## src/rtl/ram_stream_reader_pkg.sv

```systemverilog
// Shared definitions for the RAM stream reader: controller states and FIFO sizing.
package ram_stream_reader_pkg;

  typedef enum logic [1:0] {
    IDLE  = 2'd0,
    RUN   = 2'd1,
    DRAIN = 2'd2
  } state_t;

  localparam int unsigned FIFO_DEPTH = 4;
  localparam int unsigned FIFO_PTR_W = $clog2(FIFO_DEPTH);

endpackage

```

## src/rtl/rd_fifo.sv

```systemverilog
// Depth-4 synchronous FIFO holding RAM read data; head is presented from storage
// directly so a word is visible the cycle after it is pushed.
module rd_fifo
  import ram_stream_reader_pkg::*;
#(
  parameter int unsigned DATA_WIDTH = 8
) (
  input  logic                  clk,
  input  logic                  rst_n,
  input  logic                  push,
  input  logic [DATA_WIDTH-1:0] push_data,
  input  logic                  pop,
  output logic [DATA_WIDTH-1:0] head,
  output logic                  empty,
  output logic [FIFO_PTR_W:0]   count
);

  logic [DATA_WIDTH-1:0] mem [FIFO_DEPTH];
  logic [FIFO_PTR_W-1:0] wr_ptr;
  logic [FIFO_PTR_W-1:0] rd_ptr;
  logic                  full;
  logic                  do_push;
  logic                  do_pop;

  assign empty   = (count == '0);
  assign full    = (count == (FIFO_PTR_W+1)'(FIFO_DEPTH));
  assign do_pop  = pop && !empty;
  // A pop in the same cycle frees the slot, so a push at full is still accepted.
  assign do_push = push && (!full || do_pop);
  assign head    = mem[rd_ptr];

  // Storage, pointers and occupancy.
  always_ff @(posedge clk or negedge rst_n) begin
    if (!rst_n) begin
      for (int unsigned i = 0; i < FIFO_DEPTH; i++) begin
        mem[i] <= '0;
      end
      wr_ptr <= '0;
      rd_ptr <= '0;
      count  <= '0;
    end else begin
      if (do_push) begin
        mem[wr_ptr] <= push_data;
        wr_ptr      <= wr_ptr + FIFO_PTR_W'(1);
      end
      if (do_pop) begin
        rd_ptr <= rd_ptr + FIFO_PTR_W'(1);
      end
      case ({do_push, do_pop})
        2'b10:   count <= count + (FIFO_PTR_W+1)'(1);
        2'b01:   count <= count - (FIFO_PTR_W+1)'(1);
        default: count <= count;
      endcase
    end
  end

endmodule

```

## src/rtl/ram_stream_reader.sv

```systemverilog
// Reads LEN consecutive words from an external registered-output RAM starting at
// BASE and streams them out over a VALID/READY interface, with credit-based
// read issue so the 4-entry output FIFO can never overflow.
module ram_stream_reader
  import ram_stream_reader_pkg::*;
#(
  parameter int unsigned BUS_WIDTH  = 7,
  parameter int unsigned DATA_WIDTH = 8
) (
  input  logic                  clk,
  input  logic                  rst_n,
  input  logic                  START,
  input  logic [BUS_WIDTH-1:0]  BASE,
  input  logic [BUS_WIDTH:0]    LEN,
  output logic [BUS_WIDTH-1:0]  ADDR_R,
  input  logic [DATA_WIDTH-1:0] RAM_DOUT,
  output logic [DATA_WIDTH-1:0] DOUT,
  output logic                  VALID,
  input  logic                  READY,
  output logic                  BUSY,
  output logic                  DONE
);

  state_t                state;
  logic [BUS_WIDTH-1:0]  addr_cnt;
  logic [BUS_WIDTH:0]    issue_rem;
  logic [BUS_WIDTH:0]    out_rem;
  // [0]: address is on ADDR_R this cycle, [1]: its data is on RAM_DOUT this cycle.
  logic [1:0]            inflight;
  logic [FIFO_PTR_W:0]   occ;
  logic [FIFO_PTR_W+1:0] pending;
  logic                  fifo_empty;
  logic                  issue;
  logic                  xfer;
  logic                  last_xfer;

  assign VALID = !fifo_empty;

  // Issue credit check and stream handshake decode.
  always_comb begin
    pending   = {1'b0, occ} + (FIFO_PTR_W+2)'(inflight[0]) + (FIFO_PTR_W+2)'(inflight[1]);
    issue     = (state == RUN) && (issue_rem != '0) &&
                (pending < (FIFO_PTR_W+2)'(FIFO_DEPTH));
    xfer      = VALID && READY;
    last_xfer = xfer && (out_rem == (BUS_WIDTH+1)'(1));
  end

  // Controller FSM with registered address, in-flight pipeline and status outputs.
  always_ff @(posedge clk or negedge rst_n) begin
    if (!rst_n) begin
      state     <= IDLE;
      addr_cnt  <= '0;
      issue_rem <= '0;
      out_rem   <= '0;
      inflight  <= '0;
      ADDR_R    <= '0;
      BUSY      <= 1'b0;
      DONE      <= 1'b0;
    end else begin
      DONE     <= 1'b0;
      inflight <= {inflight[0], issue};
      if (issue) begin
        ADDR_R    <= addr_cnt;
        addr_cnt  <= addr_cnt + BUS_WIDTH'(1);
        issue_rem <= issue_rem - (BUS_WIDTH+1)'(1);
      end
      if (xfer && (out_rem != '0)) begin
        out_rem <= out_rem - (BUS_WIDTH+1)'(1);
      end
      case (state)
        IDLE: begin
          // BUSY is left set through the DONE cycle and cleared on the next edge.
          BUSY <= 1'b0;
          if (START) begin
            if (LEN == '0) begin
              DONE <= 1'b1;
            end else begin
              state     <= RUN;
              addr_cnt  <= BASE;
              issue_rem <= LEN;
              out_rem   <= LEN;
              BUSY      <= 1'b1;
            end
          end
        end
        RUN: begin
          if (issue && (issue_rem == (BUS_WIDTH+1)'(1))) begin
            state <= DRAIN;
          end
        end
        DRAIN: begin
          if (last_xfer) begin
            state <= IDLE;
            DONE  <= 1'b1;
          end
        end
        default: state <= IDLE;
      endcase
    end
  end

  rd_fifo #(
    .DATA_WIDTH(DATA_WIDTH)
  ) u_fifo (
    .clk      (clk),
    .rst_n    (rst_n),
    .push     (inflight[1]),
    .push_data(RAM_DOUT),
    .pop      (xfer),
    .head     (DOUT),
    .empty    (fifo_empty),
    .count    (occ)
  );

endmodule

```

## config.mk

```make
export PLATFORM = sky130hd
export DESIGN_NAME = ram_stream_reader
export DESIGN_NICKNAME = d
export VERILOG_FILES = /design/src/rtl/ram_stream_reader_pkg.sv /design/src/rtl/rd_fifo.sv /design/src/rtl/ram_stream_reader.sv
export SDC_FILE = /design/constraint.sdc
export NUM_CORES = 1
export LEC_CHECK = 0
export ABC_AREA = 1
export CORE_MARGIN = 1
export CORE_UTILIZATION = 32
export CTS_CLUSTER_DIAMETER = 60
export DETAILED_ROUTE_END_ITERATION = 10
export PLACE_DENSITY_LB_ADDON = 0.15
export SLEW_MARGIN = 20
export SYNTH_ARGS = -nofsm -noshare
export SYNTH_HDL_FRONTEND = slang
export SYNTH_SLANG_ARGS = --single-unit
```

## constraint.sdc

```tcl
create_clock -name clk -period 4.7 [get_ports clk]
set_input_delay 0.705 -clock clk [delete_from_list [all_inputs] [get_ports clk]]
set_output_delay 0.705 -clock clk [all_outputs]
set_load 0.005 [all_outputs]
```

# Yosys cells after proc, flatten, opt, wreduce, memory -nomap -nowiden

Cells that the tools add are included.

Bits of input ports: 27
Logic and storage cells: 90
Flip-flop bits (word level): 75
Output and inout bits: 18

Bitwise gates (word level): 2
Equal/unequal tests: 11
Muxes and demuxes: 30
Reductions and logical operators: 19
$lt $le $gt $ge: 4
Add/sub/neg operators: 9

Operators with widths:

| operator              | count |
|---|---|
| $mux W8               | 11 |
| $bwmux W32            | 1 |
| $mux W7               | 4 |
| $bmux W8 S2           | 1 |
| $demux W8 S2          | 1 |
| $eq A8 B1 Y1 const B  | 2 |
| $reduce_bool A8 Y1    | 2 |
| $sub A8 B1 Y8 const B | 2 |
| $logic_and A1 B1 Y1   | 9 |
| $logic_not A8 Y1      | 1 |
| $mux W2               | 4 |
| $add A7 B1 Y7 const B | 1 |
| $ge A3 B3 Y1 const B  | 2 |
| $ne A2 B2 Y1 const B  | 3 |
| $not A2 Y3            | 2 |
| $pmux W2 S3           | 1 |
| $pmux W3 S2           | 1 |
| $mux W1               | 5 |
| $add A2 B1 Y2 const B | 2 |
| $add A3 B1 Y4         | 1 |
| $add A4 B1 Y4         | 1 |
| $eq A2 B1 Y1 const B  | 2 |
| $eq A2 B2 Y1 const B  | 2 |
| $lt A4 B3 Y1 const B  | 1 |
| 12 further kinds      | 13 |

# Longest topological paths before layout

Gate-level depths: netlist of the first run.

Depth after elaboration: 8
Mapped depth: 11
Mapped depth without buffers: 11

# Modules after synthesis

A second synthesis of the first run with hierarchy kept.

Cell total of the unflattened synthesis: 546
Area total of the unflattened synthesis: 4224.1 um^2

By module, submodules not included:

| module            | cells each | area an instance (um^2) | times used | seq. area each (um^2) |
|---|---|---|---|---|
| ram_stream_reader | 309        | 2183.3                  | 1          | 900.9 |
| rd_fifo           | 237        | 2040.7                  | 1          | 975.9 |

# Worst setup path before layout of the first run

OpenSTA, ideal clock, no wires.

Path type: input-to-reg
Start point: in READY
End point: reg u_fifo.count[2]
Slack: 2.538 ns
Data required time: 4.569 ns
Path buffers: 1
Stages: 8
Setup time: 0.131 ns
Arrival: 2.031 ns
Cells stage by stage: o21ai_1 -> buf_2 -> ha_1 -> inv_1 -> fa_1 -> a21oi_1 -> o21ai_0 -> xor2_1

Word-level cells in the longest chain between the ends: 6
Elaborated cells on any way between the ends: 8

RTL lines:

| item                                              | line                    | source |
|---|---|---|
| from (decl)                                       | ram_stream_reader.sv:19 | `input logic READY,` |
| $logic_and A1 B1 Y1 *                             | ram_stream_reader.sv:44 | `xfer = VALID && READY;` |
| $logic_and A1 B1 Y1 *                             | rd_fifo.sv:27           | `assign do_pop = pop && !empty;` |
| $logic_or A1 B1 Y1                                | rd_fifo.sv:29           | `assign do_push = push && (!full \|\| do_pop);` |
| $logic_and A1 B1 Y1                               | rd_fifo.sv:29           |  |
| $eq A2 B1 Y1 or $eq A2 B2 Y1 (tied branches)      | rd_fifo.sv:49           | `case ({do_push, do_pop})` |
| $pmux W3 S2 or $reduce_bool A2 Y1 (tied branches) | -                       |  |
| to (signal assigned)                              | rd_fifo.sv:50           | `2'b10: count <= count + (FIFO_PTR_W+1)'(1);` |
| to (signal assigned)                              | rd_fifo.sv:51           | `2'b01: count <= count - (FIFO_PTR_W+1)'(1);` |
| to (signal assigned)                              | rd_fifo.sv:52           | `default: count <= count;` |
| to (decl)                                         | rd_fifo.sv:15           | `output logic [FIFO_PTR_W:0] count` |

Mark *: on every way between the ends. The rest lies on a longest branch, timed or not.
A chain may end at the register's enable or synchronous reset.

# Worst setup path after layout of the first run

Start point: reg u_fifo.rd_ptr[0]
End point: out DOUT[1]

Word-level cells in the longest chain between the ends: 4

RTL lines:

| item                                       | line                    | source |
|---|---|---|
| from (decl)                                | rd_fifo.sv:20           | `logic [FIFO_PTR_W-1:0] rd_ptr;` |
| from (signal assigned)                     | rd_fifo.sv:47           | `rd_ptr <= rd_ptr + FIFO_PTR_W'(1);` |
| $not A2 Y3 (not written as such)           | rd_fifo.sv:30           | `assign head = mem[rd_ptr];` |
| $bmux W8 S2                                | rd_fifo.sv:30           |  |
| $mux W8 (not written as such) (2 in a row) | rd_fifo.sv:30           |  |
| to (decl)                                  | ram_stream_reader.sv:17 | `output logic [DATA_WIDTH-1:0] DOUT,` |

Every way passes these cells. The select of a mux whose other input is x is not followed.

==> summary.txt, run 1 <==
Run status
  – Status: complete, no violations

Timing
  – Setup TNS: 0 ns
  – Final Hold Violating Endpoints: 0
  – Rel. slew slack: a little over half
  – Slew @ Worst Pin: approximately 0.7 ns
  – Worst setup margin: 1.72 ns
  – WHS: 0.346 ns
  – Finish-stage setup viols: 0
  – Clk_skew: 0.00342 ns
  – Period utilization: a little under two thirds
  – Fmax: 335 MHz
  – Setup repair after global routing missed its margin: no
  – Slew Limit Fails: 0
  – Min Tclk post-route: just under 3 ns

GRT
  – Vias in the first global route: 3265
  – Initial antenna violation count: 0
  – GRT overflow: 0
  – First-pass GRT wire length: about 16000 µm
  – Total GRT Usage: between 10% and 20%
  – Largest net degree at the start of global routing: 76

Critical path
  – Slowest CP cell: dfrtp_1
  – Worst Path Arrival: 2.28 ns
  – Slowest stage delay, CP: 0.58 ns
  – Worst path bufs/invs: 2
  – Reg2Reg Launch Point: u_fifo.count[0]$_DFFE_PN0P_
  – R2r setup slk: 2.38 ns
  – R2R Path End: u_fifo.count[2]$_DFFE_PN0P_
  – CP cell instances: inv_1 > o21ai_0 > o22ai_1 > clkdlybuf4s50_1
  – R2R depth: 10
  – CP Launch Type: flip-flop
  – CP max FO: 18
  – Top delay family on crit path: buffers and inverters
  – CP required: 3.99 ns
  – Worst Setup End Kind: output pin
  – Crit path kind: reg2out

Drt
  – Initial DRC Count: 177
  – Post-route DRC: 0
  – Avg Vias per Cell: 4.82
  – WL/cell: 13.4 µm
  – Drt first pass iters: 4
  – Final ANT Viol Nets: 0
  – Routed WL: 9610 µm
  – Via count: roughly 3400

Clock tree
  – Cts hold-fix bufs: 0
  – Worst-path clk slew: 0.06 ns
  – CTS tree: built
  – Clock sinks: 75
  – Post-CTS Repair Setup Buffers: 0
  – Resized cells post-CTS: 0
  – Worst skew pair latency: 0.34 ns
  – H-tree depth: 3
  – Clock Tree Root: clkbuf_16
  – Max Root-Sink Buffers: 2
  – TritonCTS buffer count: 9

Logic synthesis
  – Synth Area in XOR/XNOR: 1.99%
  – Yosys warning total: 0
  – Syn Inst Count: around 520
  – Synth Cell Area: between 3000 and 4000 µm²
  – Count leader, synth: nand2_1
  – Post-Syn Nets: 561
  – Top cell type's share of synthesized area: 47.4%
  – Synth top area cells: dfrtp_1 47%, nand2_1 17%, o21ai_0 7.6%
  – Sequential cell area fraction in the yosys report: 47.4%
  – Compound-cell area share of the yosys netlist: between 10% and 20%
  – Synth area leader: dfrtp_1
  – Syn_area_per_cell: 7.60 µm²
  – Mux cell area share after synthesis: 0%
  – Ys async rst share: 100%
  – Synth Area in Simple Gates: between 20% and 30%
  – #FFs+latches synth: 75
  – Top cells by count, synth: 183 x nand2_1, 75 x dfrtp_1, 60 x o21ai_0, 52 x nor2_1, 46 x inv_1
  – Ys flop type: dfrtp_1
  – Number of flops mapped to enable cells by yosys: 0
  – Synth cell types: 26
  – Largest family of logic cells by synthesized area: simple AND/OR/NAND/NOR gates
  – Post-Synth Adder-Cell Area: 4.30%

Power
  – Static leakage: 2.40 nW
  – Pwr/cell area: 703 nW/µm²
  – Maximum vdd ir drop: between 200 and 250 µV
  – Pwr Total: 3.39 mW

Run
  – Max Cap Viol: 0

Layout
  – Layout cells sized above 1: 5.98%
  – Nets: 604
  – Fillers: 1272
  – Area Overhead vs Synth: 21.6%
  – Diodes inserted: 0

Die
  – Die area: 12800 µm²
  – Die Width: approximately 110 µm
  – Core Area: 12000 µm²
  – Top Ports: 45
  – Starting Density: around 33%
  – Die Span Y: roughly 110 µm
  – Site row count: 40

Place
  – Number of buffers added on ports: 44
  – Post-detail-place hpwl: approximately 6500 µm
  – Pre-CTS setup slack: about 1.8 ns
  – GP Congestion: 0.800

Hold path
  – Worst min path class: in2async
## cells by family after synthesis
group,after synthesis
buf+inv,62
fa+ha+maj,13
compound gates,83
simple gates,279
flops,75
xor+xnor,9
## stage by stage
step	std cells	instance area [µm²]	utilization, %
finish	716	4810	40.1
global route	716	4810	40.1
CTS	715	4790	39.9
detailed placement	699	4510	37.5
global placement	699	4510	37.5
floorplan	521	3960	-
## layout make-up
| class | instances | area (µm²) | share of cell area [%] |
|---|---|---|---|
| Clock buffer | 11 | 233 | 4.83 |
| Clock inverter | 5 | 53.8 | 1.12 |
| Inverter | 48 | 180 | 3.74 |
| Multi-Input combinational cell | 384 | 1820 | 37.8 |
| Sequential cell | 75 | 1880 | 39.0 |
| Tap cell | 147 | 184 | 3.82 |
| Timing Repair Buffer | 46 | 465 | 9.67 |
## flip-flops by register name (all words and copies together), names as in the netlist
register	flops
addr_cnt	7
ADDR_R	7
u_fifo.rd_ptr	2
u_fifo.count	3
state	2
DONE	1
issue_rem	8
u_fifo.mem	32
out_rem	8
inflight	2
u_fifo.wr_ptr	2
BUSY	1
## report_power, final
part | internal (mW) | switching (mW) | total, mW
Combinational | 0.611 | 0.903 | 1.51
Clock | 0.410 | 0.273 | 0.683
Sequential | 0.953 | 0.236 | 1.19
Total | 1.97 | 1.41 | 3.39
## how the worst max path moves through the flow
| stage | startpoint | endpoint | depth (start not counted) |
|---|---|---|---|
| finish | u_fifo.rd_ptr[0]$_DFFE_PN0P_ | DOUT[1] | 4 |
| global route | u_fifo.rd_ptr[0]$_DFFE_PN0P_ | DOUT[0] | 4 |
| CTS | u_fifo.rd_ptr[0]$_DFFE_PN0P_ | DOUT[1] | 4 |
| detailed placement | READY | u_fifo.count[2]$_DFFE_PN0P_ | 9 |
| global placement | READY | u_fifo.count[2]$_DFFE_PN0P_ | 9 |
| floorplan | READY | u_fifo.count[2]$_DFFE_PN0P_ | 8 |
## metal layers
layer	vias up	GRT usage, %	share of wire [%]
met5	-	0	0
met4	0	5.00	1.6
met3	13	5.03	5.7
met2	79	27.0	48
met1	1608	20.2	45
li1	1748	-	-
## cells in the final DEF, fill, tap and decap left out, drive strengths merged
| cell | Yosys | layout |
|---|---|---|
| buf | 9 | 3 |
| xnor2 | 1 | 1 |
| nor2 | 58 | 58 |
| nand2 | 183 | 183 |
| bufinv | 0 | 1 |
| o22ai | 9 | 9 |
| inv | 48 | 48 |
| nand3 | 26 | 26 |
| clkbuf | 5 | 11 |
| ha | 12 | 12 |
| or2 | 4 | 4 |
| fa | 1 | 1 |
| nor3 | 2 | 2 |
| nand4 | 5 | 5 |
| o21ai | 68 | 68 |
| dfrtp | 75 | 75 |
| clkinv | 0 | 4 |
| and3 | 1 | 1 |
| a21oi | 6 | 6 |
| clkdlybuf4s50 | 0 | 43 |
| xor2 | 8 | 8 |
No activity file was read; power rests on OpenSTA's default activity.
==> run 2, diff against run 1 <==
==> constraint.sdc (replaced) <==
create_clock -name clk -period 3.1 [get_ports clk]
set_input_delay 0.465 -clock clk [delete_from_list [all_inputs] [get_ports clk]]
set_output_delay 0.465 -clock clk [all_outputs]
set_load 0.005 [all_outputs]
==> run 2 against run 1 <==
  * Count of clock-buffer cells in the layout is 1 higher
  * Clock power is 39% higher
  * Non-clock buffer count stayed put
  * Sequential share of layout area is 0.28 points higher
  * Register-to-register slack worse by 1.5 ns
==> summary.txt, run 2 (same netlist as run 1, synthesis figures left out) <==
Timing
  – Finish-stage setup viols: 0
  – Setup repair after global routing missed its margin: no
  – Slew Limit Fails: 0
  – Period utilization: 78.7%
  – Min Tclk post-route: 2.44 ns
  – Setup TNS: 0 ns
  – Final Hold Violating Endpoints: 0
  – Slew @ Worst Pin: 0.715 ns
  – Fmax: 410 MHz
  – WHS: 0.172 ns
  – Rel. slew slack: 52.3%
  – Clk_skew: 0.00491 ns

Clock tree
  – Clock sinks: 75
  – H-tree depth: 3
  – Cts hold-fix bufs: 0
  – Max Root-Sink Buffers: 2
  – Clock Tree Root: clkbuf_16
  – CTS tree: built
  – Post-CTS Repair Setup Buffers: 0
  – TritonCTS buffer count: 9
  – Worst skew pair latency: around 0.33 ns
  – Resized cells post-CTS: 0
  – Worst-path clk slew: 0.06 ns

Drt
  – Avg Vias per Cell: 4.81
  – Routed WL: 9570 µm
  – Drt first pass iters: 6
  – Via count: roughly 3400
  – Final ANT Viol Nets: 0
  – Initial DRC Count: between 150 and 200
  – WL/cell: 13.4 µm
  – Post-route DRC: 0

Die
  – Starting Density: approximately a third
  – Die Width: 113 µm
  – Site row count: 40
  – Die area: 12800 µm²
  – Die Span Y: approximately 110 µm
  – Top Ports: 45
  – Core Area: roughly 12000 µm²

Place
  – Post-detail-place hpwl: 6500 µm
  – Number of buffers added on ports: 44
  – GP Congestion: ~0.8

Critical path
  – R2R depth: 11
  – CP endpoint: DOUT[5]
  – Crit path kind: reg2out
  – Crit path launch: u_fifo.rd_ptr[1]$_DFFE_PN0P_
  – Worst Setup End Kind: output pin
  – Slowest CP cell: clkdlybuf4s50_1
  – Slowest stage delay, CP: 0.54 ns
  – CP cell instances: inv_1 > o21ai_0 > o22ai_1 > clkdlybuf4s50_1
  – CP max FO: 10
  – R2R Path End: addr_cnt[3]$_DFF_PN0_
  – Worst Path Arrival: slightly below 2 ns
  – R2r setup slk: 0.92 ns
  – CP Launch Type: flip-flop
  – Reg2Reg Launch Point: u_fifo.count[0]$_DFFE_PN0P_
  – CP required: ~2.6 ns

Power
  – Comb power frac: a little under half
  – Pwr/cell area: 1060 nW/µm²
  – Sw frac: 42.0%
  – Power share of the clock group: 18.7%
  – Static leakage: 2.39 nW
  – Flop pwr share: 35.0%
  – Internal power: 2.93 mW
  – P_sw: 2.12 mW
  – Maximum vdd ir drop: 334 µV

Layout
  – Top reg by flops: u_fifo.mem
  – Area Overhead vs Synth: 20.8%
  – Layout cells sized above 1: 5.81%
  – Max reg flops: 32
  – Top flop regs: u_fifo.mem (32), issue_rem (8), out_rem (8)
  – Commonest non-fill, non-tap cell in the layout: nand2_1
  – Most frequent cells in the layout: 183 x nand2_1, 75 x dfrtp_1, 60 x o21ai_0
  – Diodes inserted: 0
  – Nets: 604

GRT
  – GRT overflow: 0
  – Total GRT Usage: 16.2%
  – Initial antenna violation count: 0
  – Largest net degree at the start of global routing: 76
  – Vias in the first global route: ~3400
  – First-pass GRT wire length: 16200 µm

Run status
  – Status: complete, no violations

Hold path
  – Worst min path class: in2async

Run
  – Max Cap Viol: 0
[run 2: cell count changes in the layout (fill, tap and decap cells not counted)]
| cell | change |
|---|---|
| buf_6 | +1 |
| bufinv_16 | -1 |
| clkbuf_8 | +1 |
| clkinv_4 | -1 |
| buf_12 | -1 |
[run 2: worst max-delay path, delay by kind of cell (launching register included)]
kind,cells,cell delay [ns]
AOI/OAI and AO/OA,2,0.32
DFF,1,0.50
buffers and inverters,2,0.82
[run 2: final cells by class]
class / count / area [µm²]
timing repair buffer: 46 / 457
fill: 1298 / 7230
clock inverter: 3 / 15.0
inverter: 48 / 180
multi-input combinational: 384 / 1820
tap: 147 / 184
clock buffer: 12 / 246
sequential: 75 / 1880
[run 2: per-layer routing]
metal  part of all wire [%]  GRT usage (%)  vias up
met4                   0.88           4.30        0
met5                      0              0        -
met3                    4.2           5.14        9
li1                       -              -     1738
met1                     47           20.4     1616
met2                     48           26.8       73
[run 2: power by group through the flow]
| stage | clock, mW | combinational, mW | sequential, mW |
|---|---|---|---|
| CTS | 0.980 | 2.38 | 1.77 |
| finish | 0.947 | 2.34 | 1.77 |
| floorplan | 0 | 1.68 | 1.68 |
| detailed placement | 0 | 2.37 | 1.78 |
| global placement | 0 | 2.32 | 1.78 |
| global route | 1.01 | 2.73 | 1.83 |
[run 2: per-stage QoR]
step                      utilization (%)  worst slack, ns  total power [mW]  cells  cell area [µm²]
after floorplan                         -             1.08              3.36    521             3960
after CTS                            39.8            0.621              5.13    715             4780
after detailed placement             37.6            0.748              4.16    700             4520
after global routing                 39.8            0.504              5.57    715             4780
after global placement               37.6            0.808              4.10    700             4520
final                                39.8            0.660              5.06    715             4780
[run 2: worst min-delay path by stage]
stage	from	endpoint	slack, ns	depth (start not counted)
after global routing	rst_n	u_fifo.count[2]$_DFFE_PN0P_	0.21	1
final	rst_n	u_fifo.mem[6]$_DFFE_PN0P_	0.17	1
after global placement	inflight[0]$_DFF_PN0_	inflight[1]$_DFF_PN0_	0.37	0
after floorplan	rst_n	ADDR_R[0]$_DFFE_PN0P_	0.17	0
after detailed placement	inflight[0]$_DFF_PN0_	inflight[1]$_DFF_PN0_	0.37	0
after CTS	rst_n	u_fifo.count[2]$_DFFE_PN0P_	0.34	1
